## config.mk

```make
export PLATFORM = sky130hd
export DESIGN_NAME = bin_to_bcd_seq
export DESIGN_NICKNAME = d
export VERILOG_FILES = /design/src/rtl/bcd_pkg.sv /design/src/rtl/bcd_add3.sv /design/src/rtl/bin_to_bcd_seq.sv
export SDC_FILE = /design/constraint.sdc
export NUM_CORES = 1
export LEC_CHECK = 0
export ABC_CLOCK_PERIOD_IN_PS = 1900
export CORE_AREA = 2 2 86 88
export CTS_BUF_LIST = sky130_fd_sc_hd__clkbuf_8
export DETAILED_ROUTE_END_ITERATION = 7
export DIE_AREA = 0 0 88 90
export GPL_ROUTABILITY_DRIVEN = 1
export PLACE_DENSITY = 0.68
export RECOVER_POWER = 25
export SYNTH_ARGS = -nofsm -noshare
export SYNTH_HDL_FRONTEND = slang
export SYNTH_SLANG_ARGS = --single-unit
```

## constraint.sdc

```tcl
create_clock -name clk -period 1.9 [get_ports clk]
set_input_delay 0.285 -clock clk [delete_from_list [all_inputs] [get_ports clk]]
set_output_delay 0.285 -clock clk [all_outputs]
set_load 0.05 [all_outputs]
```

## src/rtl/bcd_pkg.sv

```systemverilog
// Shared constants for the binary-to-BCD display path.
//   NUM_DIGITS / BCD_W   : display width in digits / packed BCD bits
//   ST_IDLE / ST_SHIFT   : converter FSM encoding
//   OVERFLOW_*           : pattern shown when the value cannot be displayed
package bcd_pkg;

   localparam int NUM_DIGITS = 4;
   localparam int BCD_W      = 4 * NUM_DIGITS;

   localparam logic [0:0] ST_IDLE  = 1'b0;
   localparam logic [0:0] ST_SHIFT = 1'b1;

   localparam logic [BCD_W-1:0]      OVERFLOW_DIGITS = 16'h9999;
   localparam logic [NUM_DIGITS-1:0] OVERFLOW_DP     = 4'b1111;

endpackage

```

## src/rtl/bcd_add3.sv

```systemverilog
// Double-dabble nibble corrector: adds 3 to any BCD nibble >= 5 so the
// following left shift carries correctly into the next decimal digit.
//   nibble    : BCD digit before the shift
//   corrected : digit after the add-3 correction
module bcd_add3 (
   input  logic [3:0] nibble,
   output logic [3:0] corrected
);

   assign corrected = (nibble >= 4'd5) ? (nibble + 4'd3) : nibble;

endmodule

```

## src/rtl/bin_to_bcd_seq.sv

```systemverilog
// Sequential double-dabble converter feeding the seven-segment controller.
// Results are held between conversions so the display never sees a partial
// value.
//   clk, reset      : system clock, async active-high reset
//   start           : conversion request, honoured only when idle
//   value, dp_in    : operand and decimal-point pattern, captured with start
//   busy, done      : conversion in progress / one-cycle completion pulse
//   overflow        : last captured value exceeded MAX_VALUE
//   digits          : packed BCD result, [15:12] thousands .. [3:0] units
//   decimal_points  : decimal-point pattern for the displayed result
//
// state    | meaning
// ---------+----------------------------------------------------------
// ST_IDLE  | outputs hold last result; waiting for start
// ST_SHIFT | one add-3/shift step per clock, WIDTH steps in total
module bin_to_bcd_seq
   import bcd_pkg::*;
#(
   parameter int          WIDTH     = 14,
   parameter int unsigned MAX_VALUE = 9999
) (
   input  logic                  clk,
   input  logic                  reset,
   input  logic                  start,
   input  logic [WIDTH-1:0]      value,
   input  logic [NUM_DIGITS-1:0] dp_in,
   output logic                  busy,
   output logic                  done,
   output logic                  overflow,
   output logic [BCD_W-1:0]      digits,
   output logic [NUM_DIGITS-1:0] decimal_points
);

   localparam int CNT_W = $clog2(WIDTH + 1);

   logic [0:0]            state;
   logic [CNT_W-1:0]      count;
   logic [WIDTH-1:0]      binreg;
   logic [BCD_W-1:0]      scratch;
   logic [NUM_DIGITS-1:0] dp_cap;
   logic                  ovf_cap;

   logic [BCD_W-1:0]       corr;
   logic [BCD_W+WIDTH-1:0] shifted;
   logic [BCD_W-1:0]       scratch_next;
   logic                   last_step;

   for (genvar g = 0; g < NUM_DIGITS; g++) begin : g_add3
      bcd_add3 u_add3 (
         .nibble    (scratch[4*g +: 4]),
         .corrected (corr[4*g +: 4])
      );
   end

   // Correct first, then shift the whole {scratch, binreg} pair as one word.
   assign shifted      = {corr, binreg} << 1;
   assign scratch_next = shifted[BCD_W+WIDTH-1:WIDTH];
   assign last_step    = (count == CNT_W'(WIDTH - 1));

   always_ff @(posedge clk or posedge reset) begin
      if (reset) begin
         state          <= ST_IDLE;
         count          <= '0;
         binreg         <= '0;
         scratch        <= '0;
         dp_cap         <= '0;
         ovf_cap        <= 1'b0;
         busy           <= 1'b0;
         done           <= 1'b0;
         overflow       <= 1'b0;
         digits         <= '0;
         decimal_points <= '0;
      end else begin
         done <= 1'b0;
         case (state)
            ST_IDLE: begin
               if (start) begin
                  binreg  <= value;
                  scratch <= '0;
                  dp_cap  <= dp_in;
                  // Decide overflow now so the operand need not be kept.
                  ovf_cap <= (32'(value) > MAX_VALUE);
                  count   <= '0;
                  busy    <= 1'b1;
                  state   <= ST_SHIFT;
               end
            end
            ST_SHIFT: begin
               scratch <= scratch_next;
               binreg  <= shifted[WIDTH-1:0];
               count   <= count + CNT_W'(1);
               if (last_step) begin
                  digits         <= ovf_cap ? OVERFLOW_DIGITS : scratch_next;
                  decimal_points <= ovf_cap ? OVERFLOW_DP : dp_cap;
                  overflow       <= ovf_cap;
                  done           <= 1'b1;
                  busy           <= 1'b0;
                  state          <= ST_IDLE;
               end
            end
            default: state <= ST_IDLE;
         endcase
      end
   end

endmodule
```

==> flow_summary_export.csv <==
group,metric,value,unit
run_status,outcome,"complete, no violations",
sta,rsz0062_at_grt,"no",
clocking,cts_buffers,9,
routing,num_vias,2136,
place,place_congestion,0.7894,
routing,post_drt_wl_per_cell,13.73,um
global_route,antenna_found_initial,0,
setup_path,critPathKind,"reg2out",
floorplanning,initial_core_util,42.38,%
routing,final_antenna_net_count,0,
routing,wl,5.851,mm
place,port_buffers,43,
floorplanning,dieArea,0.007920,mm^2
synth,seq_area_frac_synth,52.99,%
global_route,grt_pass1_vias,2237,
setup_path,crit_required,1620,ps
sta,hold_slack,469.6,ps
clocking,htree_levels,3,
power_and_ir_drop,pwr_density_cell,1917,mW/mm^2
min_path,hp-class,"reg2reg",
routing,remaining_drc_errors,0,
clocking,ctsResizeCount,0,
setup_path,path_max_fanout,2,
global_route,grt_pass1_wl,10.59,mm
synth,syn_area,0.002975,mm^2
floorplanning,core,0.007020,mm^2
job,drv_cap,0,
floorplanning,fp-row-count,31,
synth,syn_avg_cell_area,10.86,um^2
power_and_ir_drop,irDropWorstVdd,0.6900,mV
setup_path,crit_chain,"clkdlybuf4s50_1",
global_route,grt_overflow_total,0,
clocking,cts_tree,"yes",
setup_path,cp_num_buf_inv,1,
sta,tightest_slew,842.4,ps
sta,finalCriticalPeriod,1829,ps
clocking,ctsHoldBuffers,0,
sta,drv_slew,0,
clocking,cts.clk_slew.worst_paths,70,ps
global_route,track_usage,17.05,%
sta,fin_crit_sh,96.24,%
layout,drive_gt1_share,12.23,%
clocking,clk_latency,330,ps
place,dp_hpwl,4.040,mm
synth,yosysWarningCount,0,
sta,hold_viol_final,0,
synth,synth_cell_type_count,34,
global_route,grt_start_max_net_pins,64,
setup_path,critPathArrivalTime,1540,ps
layout,syn_to_final_growth,25.69,%
setup_path,max_stage_delay,830,ps
sta,fin_skew,7.771,ps
setup_path,slowest_stage,"clkdlybuf4s50_1",
routing,drt_first_pass_iters,4,
sta,fin_tns_setup,0,ps
synth,synth_cells,274,
floorplanning,die_height,90,um
sta,setup-violations-final,0,
clocking,cts_root_buf,"clkbuf_8",
sta,max_freq,546.9,MHz
routing,dr.first_iter.drc_count,69,
power_and_ir_drop,leakage,1.720,nW
floorplanning,io_pins,44,
synth,ys_ff_latch,63,
setup_path,end_kind,"primary output",
setup_path,critPathTopFamily,"buffers and inverters",
layout,diodes,0,
setup_path,cp-start-kind,"flop",
layout,fin_nets,353,
clocking,cts_max_path_buffers,2,
floorplanning,die_w,88,um
routing,viasPerCell,5.014,
setup_path,r2r_slack,310,ps
sta,slew_headroom,43.84,%
synth,synth_nets,305,
clocking,post_cts_buffers,0,
clocking,cts.sinks,63,
==> area by class of cell <==
| class | instances | area [um^2] |
|---|---|---|
| clock inverter | 6 | 101.3 |
| sequential | 63 | 1577 |
| tap | 99 | 123.9 |
| fill | 620 | 3281 |
| clock buffer | 10 | 137.6 |
| multi-input combinational | 184 | 1261 |
| timing repair buffer | 51 | 488.0 |
| inverter | 13 | 51.30 |
==> cells by family after synthesis <==
kind of cell | count (synthesis) | share of synthesized area, %
AO/OA/AOI/OAI | 69 | 15.85
XOR/XNOR | 6 | 1.766
adder cells (fa/ha/maj) | 10 | 4.205
buffers and inverters | 27 | 4.625
flip-flops | 63 | 52.99
multiplexers | 25 | 8.620
AND/OR/NAND/NOR | 74 | 11.94
==> flip-flops by register name, indices dropped and copies added, names as in the netlist <==
name and count:
digits 16, done 1, busy 1, ovf_cap 1, binreg 14, overflow 1, scratch 16, decimal_points 4
state 1, count 4, dp_cap 4
==> where the power goes <==
part / total (mW) / internal (mW) / switching, mW
Sequential: 2.45 / 1.95 / 0.506
Combinational: 3.33 / 1.38 / 1.94
Clock: 1.39 / 0.894 / 0.499
==> layout by cell type, fill, tap and decap left out, types with 2 or more instances in the layout <==
master,count
a22o_2,4
a21o_1,5
bufinv_16,3
a32o_1,3
a31oi_1,2
mux2i_1,20
o31ai_1,2
inv_1,14
dfrtp_1,63
ha_1,10
o21ai_0,17
a22o_1,8
buf_4,8
nor2_1,17
clkbuf_8,10
a21oi_2,4
mux2_2,5
nand2b_1,6
a21oi_1,14
xnor2_1,5
nand2_1,33
nor3b_1,6
o21ai_1,8
nor3_1,4
nand3_1,4
clkdlybuf4s50_1,41
==> path summary, 6_finish.rpt <==
| kind | cells after the start | startpoint | end |
|---|---|---|---|
| min in group asynchronous | 3 | reset | binreg[9] |
| hold / removal | 2 | decimal_points[3] | decimal_points[3] |
| setup / recovery | 1 | digits[0] | digits[0] |
| max in group asynchronous | 3 | reset | scratch[7] |
| hold reg to reg | 2 | decimal_points[3] | decimal_points[3] |
| setup reg to reg | 5 | count[1] | digits[14] |
==> layer usage <==
layer | routed length (um) | share of wire [%] | GRT usage, % | vias to the layer above
li1 | - | - | - | 1052
met1 | 2713 | 46 | 22.18 | 1039
met2 | 2860 | 49 | 27.27 | 38
met3 | 191 | 3.3 | 4.132 | 7
met4 | 85 | 1.5 | 6.538 | 0
met5 | 0 | 0 | 0 | -
==> synth_stat cells <==
cell type / number / area [um^2]
a21oi_2: 4 / 35.03
a31oi_1: 2 / 12.51
clkbuf_1: 1 / 3.750
inv_4: 1 / 6.260
xor2_1: 1 / 8.760
nor4_1: 1 / 6.260
ha_1: 10 / 125.1
a21oi_1: 14 / 70.07
mux2_2: 5 / 56.30
buf_1: 1 / 3.750
o21ai_1: 8 / 40.04
buf_6: 3 / 33.78
xnor2_1: 5 / 43.79
nor3_1: 4 / 20.02
nor3b_1: 6 / 45.04
dfrtp_1: 63 / 1577
nor2_1: 17 / 63.81
o21ai_0: 17 / 85.08
buf_2: 9 / 45.04
nor2_4: 1 / 11.26
a2111oi_4: 1 / 27.53
nand2_1: 33 / 123.9
a21o_1: 5 / 37.54
mux2i_1: 20 / 200.2
o31ai_1: 2 / 15.01
nand3_1: 4 / 20.02
nor2_2: 1 / 6.260
nand2b_1: 6 / 37.54
o311ai_1: 1 / 8.760
inv_1: 12 / 45.04
nand4_4: 1 / 21.27
a22o_2: 4 / 40.04
a32o_1: 3 / 30.03
a22o_1: 8 / 70.07
==> metrics by stage <==
stage	cell area, um^2	worst slack, ps	power (mW)	std cells	utilization (%)
floorplan	2975	45.25	4.911	274	-
global placement	3513	190.4	5.747	410	50.04
global route	3740	22.29	7.712	426	53.27
CTS	3752	57.91	7.258	426	53.45
detailed placement	3513	137.7	5.844	410	50.04
finish	3740	71.43	7.171	426	53.27
Power figures use the tool's default switching activity.
